File: src/rtl/fp_pkg.sv
// Shared definitions for the float_adder normalise/round stage: field widths,
// sum field positions and the FSM state encoding.
package fp_pkg;

    localparam int EXP_W = 8;
    localparam int MAN_W = 23;
    localparam int SUM_W = MAN_W + 5;

    localparam logic [EXP_W-1:0] EXP_MAX = 8'hFF;

    // Bit positions inside the signed-magnitude sum from the significand adder
    localparam int SUM_SIGN   = SUM_W - 1;
    localparam int SUM_CARRY  = SUM_W - 2;
    localparam int SUM_HIDDEN = SUM_W - 3;
    localparam int SUM_GUARD  = 1;
    localparam int SUM_STICKY = 0;

    typedef enum logic [1:0] {
        ST_IDLE  = 2'd0,
        ST_NORM  = 2'd1,
        ST_ROUND = 2'd2,
        ST_DONE  = 2'd3
    } state_e;

endpackage

File: src/rtl/fp_round_rne.sv
// Round-to-nearest-even and IEEE-754 single encoding of a normalised magnitude.
// mag[25]=hidden, mag[24:2]=mantissa, mag[1]=guard, mag[0]=sticky.
// A clear hidden bit means the value is denormal (exponent is 1 at that point).
module fp_round_rne
    import fp_pkg::*;
(
    input  logic                 sign,
    input  logic [EXP_W:0]       exp,
    input  logic [MAN_W+2:0]     mag,
    output logic [EXP_W+MAN_W:0] word,
    output logic                 ovf
);

    logic               lsb;
    logic               grd;
    logic               stk;
    logic               round_up;
    logic [MAN_W+1:0]   sig_rnd;
    logic [MAN_W-1:0]   man_f;
    logic [EXP_W:0]     exp_f;

    // Round the 24-bit significand, then fix up exponent for carry or denormal promotion
    always_comb begin
        lsb      = mag[2];
        grd      = mag[SUM_GUARD];
        stk      = mag[SUM_STICKY];
        round_up = grd & (stk | lsb);
        sig_rnd  = {1'b0, mag[MAN_W+2:2]} + {{(MAN_W+1){1'b0}}, round_up};

        if (sig_rnd[MAN_W+1]) begin
            // rounding overflowed the hidden bit: renormalise by one
            man_f = sig_rnd[MAN_W:1];
            exp_f = exp + 1'b1;
        end else if (!mag[MAN_W+2]) begin
            // denormal: exponent field is 0 unless rounding reached the hidden bit
            man_f = sig_rnd[MAN_W-1:0];
            exp_f = sig_rnd[MAN_W] ? {{EXP_W{1'b0}}, 1'b1} : '0;
        end else begin
            man_f = sig_rnd[MAN_W-1:0];
            exp_f = exp;
        end

        if (exp_f >= {1'b0, EXP_MAX}) begin
            word = {sign, EXP_MAX, {MAN_W{1'b0}}};
            ovf  = 1'b1;
        end else begin
            word = {sign, exp_f[EXP_W-1:0], man_f};
            ovf  = 1'b0;
        end
    end

endmodule

File: src/rtl/fp_norm_round.sv
// Final float_adder stage: normalises the signed-magnitude sum one bit per
// cycle, rounds to nearest-even and presents an IEEE-754 single word with a
// valid/ready handshake on both sides.
module fp_norm_round
    import fp_pkg::*;
(
    input  logic                 clk,
    input  logic                 res,
    input  logic                 in_valid,
    output logic                 in_ready,
    input  logic [SUM_W-1:0]     sum,
    input  logic [EXP_W-1:0]     exp_in,
    output logic                 out_valid,
    input  logic                 out_ready,
    output logic [EXP_W+MAN_W:0] out_data,
    output logic                 ovf,
    output logic                 zero
);

    state_e                 state_q, state_d;
    logic [SUM_W-2:0]       mag_q, mag_d;
    logic [EXP_W:0]         exp_q, exp_d;
    logic                   sgn_q, sgn_d;
    logic                   zres_q, zres_d;
    logic                   out_valid_q, out_valid_d;
    logic [EXP_W+MAN_W:0]   out_data_q, out_data_d;
    logic                   ovf_q, ovf_d;
    logic                   zero_q, zero_d;

    logic [EXP_W+MAN_W:0]   rnd_word;
    logic                   rnd_ovf;

    fp_round_rne u_round (
        .sign (sgn_q),
        .exp  (exp_q),
        .mag  (mag_q[SUM_W-3:0]),
        .word (rnd_word),
        .ovf  (rnd_ovf)
    );

    // Ready only in IDLE and never while reset is held
    assign in_ready  = res && (state_q == ST_IDLE);
    assign out_valid = out_valid_q;
    assign out_data  = out_data_q;
    assign ovf       = ovf_q;
    assign zero      = zero_q;

    // Next-state and datapath: one normalise action per NORM cycle
    always_comb begin
        state_d     = state_q;
        mag_d       = mag_q;
        exp_d       = exp_q;
        sgn_d       = sgn_q;
        zres_d      = zres_q;
        out_valid_d = out_valid_q;
        out_data_d  = out_data_q;
        ovf_d       = ovf_q;
        zero_d      = zero_q;

        case (state_q)
            ST_IDLE: begin
                if (in_valid) begin
                    mag_d   = sum[SUM_W-2:0];
                    sgn_d   = sum[SUM_SIGN];
                    // exponent 0 from the align stage is handled as 1
                    exp_d   = (exp_in == '0) ? {{EXP_W{1'b0}}, 1'b1} : {1'b0, exp_in};
                    zres_d  = 1'b0;
                    state_d = ST_NORM;
                end
            end
            ST_NORM: begin
                if (mag_q == '0) begin
                    zres_d  = 1'b1;
                    state_d = ST_ROUND;
                end else if (mag_q[SUM_CARRY]) begin
                    // carry: shift right, folding the dropped bit into sticky
                    mag_d = {1'b0, mag_q[SUM_W-2:2], mag_q[1] | mag_q[0]};
                    exp_d = exp_q + 1'b1;
                end else if (!mag_q[SUM_HIDDEN] && (exp_q > {{EXP_W{1'b0}}, 1'b1})) begin
                    mag_d = {mag_q[SUM_W-3:0], 1'b0};
                    exp_d = exp_q - 1'b1;
                end else begin
                    state_d = ST_ROUND;
                end
            end
            ST_ROUND: begin
                if (zres_q) begin
                    // cancellation always yields +0
                    out_data_d = '0;
                    ovf_d      = 1'b0;
                    zero_d     = 1'b1;
                end else begin
                    out_data_d = rnd_word;
                    ovf_d      = rnd_ovf;
                    zero_d     = 1'b0;
                end
                out_valid_d = 1'b1;
                state_d     = ST_DONE;
            end
            ST_DONE: begin
                if (out_ready) begin
                    out_valid_d = 1'b0;
                    ovf_d       = 1'b0;
                    zero_d      = 1'b0;
                    state_d     = ST_IDLE;
                end
            end
            default: state_d = ST_IDLE;
        endcase
    end

    // State and datapath registers, cleared by asynchronous reset
    always_ff @(posedge clk or negedge res) begin
        if (!res) begin
            state_q     <= ST_IDLE;
            mag_q       <= '0;
            exp_q       <= '0;
            sgn_q       <= 1'b0;
            zres_q      <= 1'b0;
            out_valid_q <= 1'b0;
            out_data_q  <= '0;
            ovf_q       <= 1'b0;
            zero_q      <= 1'b0;
        end else begin
            state_q     <= state_d;
            mag_q       <= mag_d;
            exp_q       <= exp_d;
            sgn_q       <= sgn_d;
            zres_q      <= zres_d;
            out_valid_q <= out_valid_d;
            out_data_q  <= out_data_d;
            ovf_q       <= ovf_d;
            zero_q      <= zero_d;
        end
    end

endmodule

File: config.mk
export PLATFORM = sky130hd
export DESIGN_NAME = fp_norm_round
export DESIGN_NICKNAME = d
export VERILOG_FILES = /design/src/rtl/fp_pkg.sv /design/src/rtl/fp_round_rne.sv /design/src/rtl/fp_norm_round.sv
export SDC_FILE = /design/constraint.sdc
export NUM_CORES = 1
export LEC_CHECK = 0
export CAP_MARGIN = 20
export CORE_AREA = 2 2 114 116
export CTS_BUF_LIST = sky130_fd_sc_hd__clkbuf_8 sky130_fd_sc_hd__clkbuf_16
export DETAILED_ROUTE_END_ITERATION = 8
export DIE_AREA = 0 0 116 118
export SLEW_MARGIN = 40
export SYNTH_ARGS = -nofsm -noshare
export SYNTH_HDL_FRONTEND = slang
export SYNTH_SLANG_ARGS = --single-unit
File: constraint.sdc
create_clock -name clk -period 2.4 [get_ports clk]
set_clock_uncertainty 0.15 [all_clocks]
set_input_delay 0.6 -clock clk [delete_from_list [all_inputs] [get_ports clk]]
set_output_delay 0.6 -clock clk [all_outputs]
set_load 0.005 [all_outputs]
Yosys cells after proc, flatten, opt, wreduce, memory -nomap -nowiden
Index checks and enable logic that the tools add are counted.
{"block": "word_totals", "ff_bits": 75, "out_inout_bits": 36}
{"block": "op_classes", "n_addsub": 3, "n_lt_le_gt_ge": 2, "eq_ne": 10, "muxes": 33, "n_bitwise": 3, "n_reduce_logical": 14}
{"op": "$mux 27", "count": 4}
{"op": "$mux 9", "count": 6}
{"op": "$pmux 27 s2", "count": 1}
{"op": "$mux 32", "count": 1}
{"op": "$mux 31", "count": 1}
{"op": "$logic_not 27->1", "count": 1}
{"op": "$add 24x1->25", "count": 1}
{"op": "$mux 23", "count": 1}
{"op": "$pmux 9 s2", "count": 1}
{"op": "$mux 2", "count": 5}
{"op": "$add 9x1->9 const B", "count": 1}
{"op": "$ge 9x8->1 const B", "count": 1}
{"op": "$gt 9x1->1 const B", "count": 1}
{"op": "$ne 3x3->1 const B", "count": 3}
{"op": "$sub 9x1->9 const B", "count": 1}
{"op": "$logic_not 8->1", "count": 1}
{"op": "$mux 8", "count": 1}
{"op": "$ne 2x2->1 const B", "count": 4}
{"op": "$pmux 1 s2", "count": 4}
{"op": "$pmux 2 s4", "count": 1}
{"op": "$reduce_and 4->1", "count": 2}
{"op": "$mux 1", "count": 7}
{"op": "$reduce_and 3->1", "count": 2}
{"op": "$eq 2x2->1 const B", "count": 2}
{"op": "8 further kinds", "count": 12}

Depth between registers and ports, before layout
{"block": "logic_depth", "ltp_word": 10, "depth_mapped": 10, "depth_no_buf": 8}

Hierarchy
Synthesis repeated with hierarchy kept, for this count alone.
{"block": "hier_totals", "hier_cells": 576, "hier_area_um2": 5056.1}
{"module": "fp_norm_round", "n_inst": 1, "cells_each": 413, "area_per_inst_um2": 3920.0, "seq_area_each_um2": 1876.8}
{"module": "fp_round_rne", "n_inst": 1, "cells_each": 163, "area_per_inst_um2": 1136.1, "seq_area_each_um2": 0.0}

Least setup slack after synthesis
OpenSTA, ideal clock, no wires.
{"block": "synth_timing", "path_type": "reg-to-reg", "from": "reg exp_q[3]", "to": "reg state_q[1]", "setup_time_ns": 0.125, "arrival_ns": 2.014, "required_time_ns": 2.125, "slack_ns": 0.111, "stages_incl_launch_ff": 7, "n_path_buf": 0, "period_less_slack_ns": 2.289, "cell_sequence": "dfrtp_1 -> nor4_1 -> a41oi_1 -> o21ai_0 -> a21oi_1 -> nor3_1 -> mux2_2"}
{"block": "synth_between", "elab_chain_len": 4}
{"item": "start: declaration", "line_no": "fp_norm_round.sv:22", "source": "logic [EXP_W:0] exp_q, exp_d;"}
{"item": "start signal: assignment", "line_no": "fp_norm_round.sv:127", "source": "exp_q <= exp_d;"}
{"item": "$gt 9x1->1", "line_no": "fp_norm_round.sv:79", "source": "end else if (!mag_q[SUM_HIDDEN] && (exp_q > {{EXP_W{1'b0}}, 1'b1})) begin"}
{"item": "$logic_and 1x1->1", "line_no": "fp_norm_round.sv:79"}
{"item": "$ne 3x3->1 (no line)"}
{"item": "$reduce_and 4->1 (no line)"}
{"item": "end signal: assignment", "line_no": "fp_norm_round.sv:125", "source": "state_q <= state_d;"}
{"item": "end: declaration", "line_no": "fp_norm_round.sv:20", "source": "state_e state_q, state_d;"}
Every way passes these cells.
A chain may end at the register's enable or synchronous reset.

Final worst setup path
{"block": "layout_timing", "from": "reg mag_q[18]", "to": "reg out_data_q[8] (netlist: out_data[8])"}
{"block": "layout_between", "elab_chain_len": 7, "word_cells_on_any_way": 8, "classes_between": "1 x add/sub; 1 x order compare; 6 x mux"}
{"item": "start: declaration", "line_no": "fp_norm_round.sv:21", "source": "logic [SUM_W-2:0] mag_q, mag_d;"}
{"item": "start signal: assignment", "line_no": "fp_norm_round.sv:126", "source": "mag_q <= mag_d;"}
{"item": "$add 24x1->25 *", "line_no": "fp_round_rne.sv:28", "source": "sig_rnd = {1'b0, mag[MAN_W+2:2]} + {{(MAN_W+1){1'b0}}, round_up};"}
{"item": "$mux 1", "line_no": "fp_round_rne.sv:37", "source": "exp_f = sig_rnd[MAN_W] ? {{EXP_W{1'b0}}, 1'b1} : '0;"}
{"item": "$mux 9", "line_no": "fp_round_rne.sv:34", "source": "end else if (!mag[MAN_W+2]) begin"}
{"item": "$mux 9", "line_no": "fp_round_rne.sv:30", "source": "if (sig_rnd[MAN_W+1]) begin"}
{"item": "$ge 9x8->1", "line_no": "fp_round_rne.sv:43", "source": "if (exp_f >= {1'b0, EXP_MAX}) begin"}
{"item": "$mux 31 *", "line_no": "fp_round_rne.sv:43"}
{"item": "$mux 32 *", "line_no": "fp_norm_round.sv:87", "source": "if (zres_q) begin"}
{"item": "end signal: assignment", "line_no": "fp_norm_round.sv:131", "source": "out_data_q <= out_data_d;"}
{"item": "end: declaration", "line_no": "fp_norm_round.sv:26", "source": "logic [EXP_W+MAN_W:0] out_data_q, out_data_d;"}
Every way passes the cells marked *; elsewhere a longest branch is shown, timed or not.

==> summary.txt <==
Outcome
  • Status: finished, violations left
  • Violated checks: setup timing

Placement
  • DP Cell Count: ~850
  • Final HPWL DP: ~11000 microns
  • Port Buffers: between 70 and 80
  • Routability Congestion: between 0.8 and 0.9

Power and ir drop
  • P_int: about 5.4 mW
  • Leakage power: 2.76 nW
  • Sequential fraction of design power: between 20% and 30%
  • Net switching power figure: approximately 4.2 mW
  • Comb pwr share: about three fifths
  • Clock power share: between 10% and 20%
  • Worst vdd ir: around 0.60 mV
  • Power density cells: around 1400 nW/um^2
  • Sw frac: a little over two fifths

STA
  • Final worst path period share: 103%
  • Max Slew Vio Count: 0
  • Minimum clock period after layout: ~2500 ps
  • F_max: 0.405 GHz
  • Final Hold Fails: 0
  • Worst hold slack: 157 ps
  • RSZ-0062 raised after global routing: true
  • Worst setup margin: -71.2 ps
  • Slew @ Worst Pin: 684 ps
  • Setup-failing EPs final: 20
  • Max-slew headroom: 54.4%

Global route
  • Vias in the first global route: about 4700
  • Initial antenna violation count: 0
  • Total global routing overflow: 0
  • Busiest layer in global routing: met2
  • First-pass GRT wire length: ~25000 microns
  • GRT met3 Usage: between 4 and 5%
  • Gr usage total: 22.9%
  • GR Layer Usage met1: roughly a third
  • Pin count of the biggest net entering global routing: 60
  • Met2 GRT Util: roughly a third

Synth
  • Main combinational cell family by area after synthesis: compound AO/OA/AOI/OAI gates
  • Synth Area in XOR/XNOR: 5.21%
  • Compound-Gate Fraction of Synth Area: about a quarter
  • Mapped Cells: 571
  • Sequential area share after synthesis: 38.5%
  • Synth async-reset ratio: 100%
  • Post-synthesis mux area share: under 10%
  • EDFF count, synth: 0
  • Main synth FF type: dfrtp_1
  • Syn Std Cell Area: 4870 sq um
  • Post-synthesis adder-cell area fraction: between 2 and 2.5%
  • Yosys warning count: 0
  • Syn_area_per_cell: about 8.5 sq um
  • Yosys cell types: between 50 and 60
  • Yosys reg bits: 75
  • Net Count, Synth: between 600 and 700
  • Simple-Gate Fraction of Synth Area: 20.1%

Layout
  • Diodes inserted: 0
  • Filler cell count: 1160
  • Area Growth Syn to Fin: 41.1%
  • Final non-filler cell total: ~880
  • Most frequent cells in the layout: buf_4 (95), nand2_1 (92), clkdlybuf4s50_1 (73)
  • Share of cells above drive strength 1: between 20% and 30%
  • Most common cell after layout, fill and taps aside: buf_4
  • Post-Route Utilization: a little under three fifths
  • Layout net count: 751

Die
  • Starting Density: 39.3%
  • Row Count: 41
  • Die width: 116 microns
  • DIE HEIGHT: 118 microns
  • I/O pin total: 76
  • Full die area: about 14000 sq um
  • Core footprint: about 12000 sq um

Drt
  • DRT Pass-1 Iters: 4
  • Via density: 5.49
  • Residual DRC: 0
  • Antenna viol nets, final: 0
  • Routed vias: a little under 5000
  • Drt total wl: roughly 15000 microns
  • Iter 0 DRT Violations: about 330
  • Post-DR wirelength/cell: approximately 17 microns

Setup path
  • Reg-to-Reg Start: mag_q[18]
  • Type of origin of the critical path: flip-flop
  • Slowest CP cell: a311o_2
  • Critical path class: reg -> reg
  • Worst path cell trace: nand3_2 > buf_6 > or3_4 > buf_6 > o21ai_4 > o31ai_4 > a311o_2 > buf_12 > o2bb2ai_1
  • Slowest Stage Delay on Critical Path: 440 ps
  • Crit path top cell by count: buf_6
  • CP Data Arrival Time: between 2000 and 3000 ps
  • CP max FO: 16
  • Crit path from: mag_q[18]
  • WP data required: 2520 ps
  • Worst Setup End Kind: flip-flop

Clocking
  • Root Driver: clkbuf_16
  • TritonCTS clock tree: yes
  • Clock Path Buffers: 2
  • Num CTS Buffers: 9
  • H-tree levels: 3
  • Clock latency on the worst-skew pair: 350 ps
  • Clk pin slew, worst setup/hold paths: roughly 60 ps
  • Cts-stage hold buffer count: 0
  • Clock sink total: 75

Flow run
  • Max Cap Violations: 0

Hold path
  • HP Class: in -> async
-- flip-flops by register name, summed over array words and instances, names as in the netlist --
name and cells:
out_data 32, mag_q 27, exp_q 9, state_q 2, out_valid 1, ovf 1
sgn_q 1, zero 1, zres_q 1
-- power by group through the flow --
stage          combinational [mW]  sequential [mW]  clock (mW)
2_1_floorplan                3.31             2.18           0
3_3_place_gp                 5.23             2.45           0
3_5_place_dp                 5.31             2.45           0
4_1_cts                      5.41             2.44        1.36
5_1_grt                      6.36             2.56        1.42
6_report                     5.77             2.49        1.34
-- worst paths after layout --
| path | end | depth (start not counted) | slack [ps] |
|---|---|---|---|
| worst max-delay path | out_data[8] | 9 | -70 |
| worst min-delay path | exp_q[3] | 2 | 160 |
| worst max register to register | out_data[8] | 9 | -70 |
| worst min register to register | out_data[31] | 1 | 330 |
| max in group asynchronous | mag_q[3] | 3 | 900 |
| min in group clk | out_data[31] | 1 | 330 |
-- final cells by class --
cell class	count	area, sq um	share of cell area (%)
Multi-Input combinational cell	424	2870	41.8
Sequential cell	75	1880	27.4
Timing Repair Buffer	178	1570	22.8
Clock buffer	10	239	3.48
Tap cell	172	215	3.13
Inverter	15	56.3	0.819
Clock inverter	4	45.0	0.655
-- worst max-delay path: cells and delay by family, from the launching register on --
| kind | cells | cell delay, ps |
|---|---|---|
| AOI/OAI and AO/OA | 4 | 830 |
| buffers and inverters | 3 | 460 |
| DFF | 1 | 410 |
| and+or+nand+nor | 2 | 550 |
-- metal layers --
metal / vias up / wire length, microns / part of all wire (%)
li1: 2325 / - / -
met1: 2334 / 7150 / 47
met2: 136 / 6990 / 46
met3: 22 / 734 / 4.9
met4: 0 / 248 / 1.6
met5: - / 0 / 0
-- per-stage QoR --
step	worst slack, ps	power (mW)	area (sq um)	TNS, ps
5_1_grt	-121	10.3	6880	-2330
2_1_floorplan	111	5.49	4870	0
4_1_cts	9.29	9.22	6610	0
6_report	-71.2	9.59	6880	-705
3_3_place_gp	-117	7.68	6280	-451
3_5_place_dp	-149	7.76	6280	-1440
-- synth_stat cells (all sizes together) (2+ instances only) --
cell / n / share of area (%)
and3: 5 / 0.64
and2: 3 / 0.39
and4: 6 / 1.1
a2bb2oi: 4 / 0.72
o31ai: 2 / 0.31
o21ai: 63 / 6.5
clkbuf: 25 / 1.9
dfrtp: 75 / 39
inv: 13 / 1.0
o22ai: 6 / 0.77
a21oi: 23 / 2.4
o211ai: 20 / 3.1
a2111oi: 2 / 0.36
mux2: 3 / 0.69
a31o: 2 / 0.36
nor2b: 4 / 0.51
o2bb2ai: 27 / 6.1
nand2: 92 / 7.1
nor2: 29 / 2.2
xnor2: 13 / 2.3
mux2i: 6 / 1.2
nand3: 17 / 2.1
o221ai: 3 / 0.54
nor3: 14 / 1.4
buf: 32 / 3.8
ha: 8 / 2.1
a31oi: 8 / 1.0
nand4: 13 / 1.7
nor4: 11 / 2.0
or3: 4 / 0.51
clkinv: 2 / 0.15
xor2: 16 / 2.9
o311ai: 3 / 0.54
a32o: 3 / 0.62
-- kinds of logic after synthesis --
| kind of cell | count (synthesis) |
|---|---|
| compound gates | 177 |
| xor+xnor | 29 |
| fa+ha+maj | 8 |
| buf+inv | 72 |
| flops | 75 |
| mux | 9 |
| simple gates | 201 |
-- timing repair --
item	CTS	global route
setup endpoints to repair	45	55
gates cloned	0	1
pin swaps	0	8
gates resized for setup	11	41
buffers inserted	3	7
(Power assumes the default switching activity.)
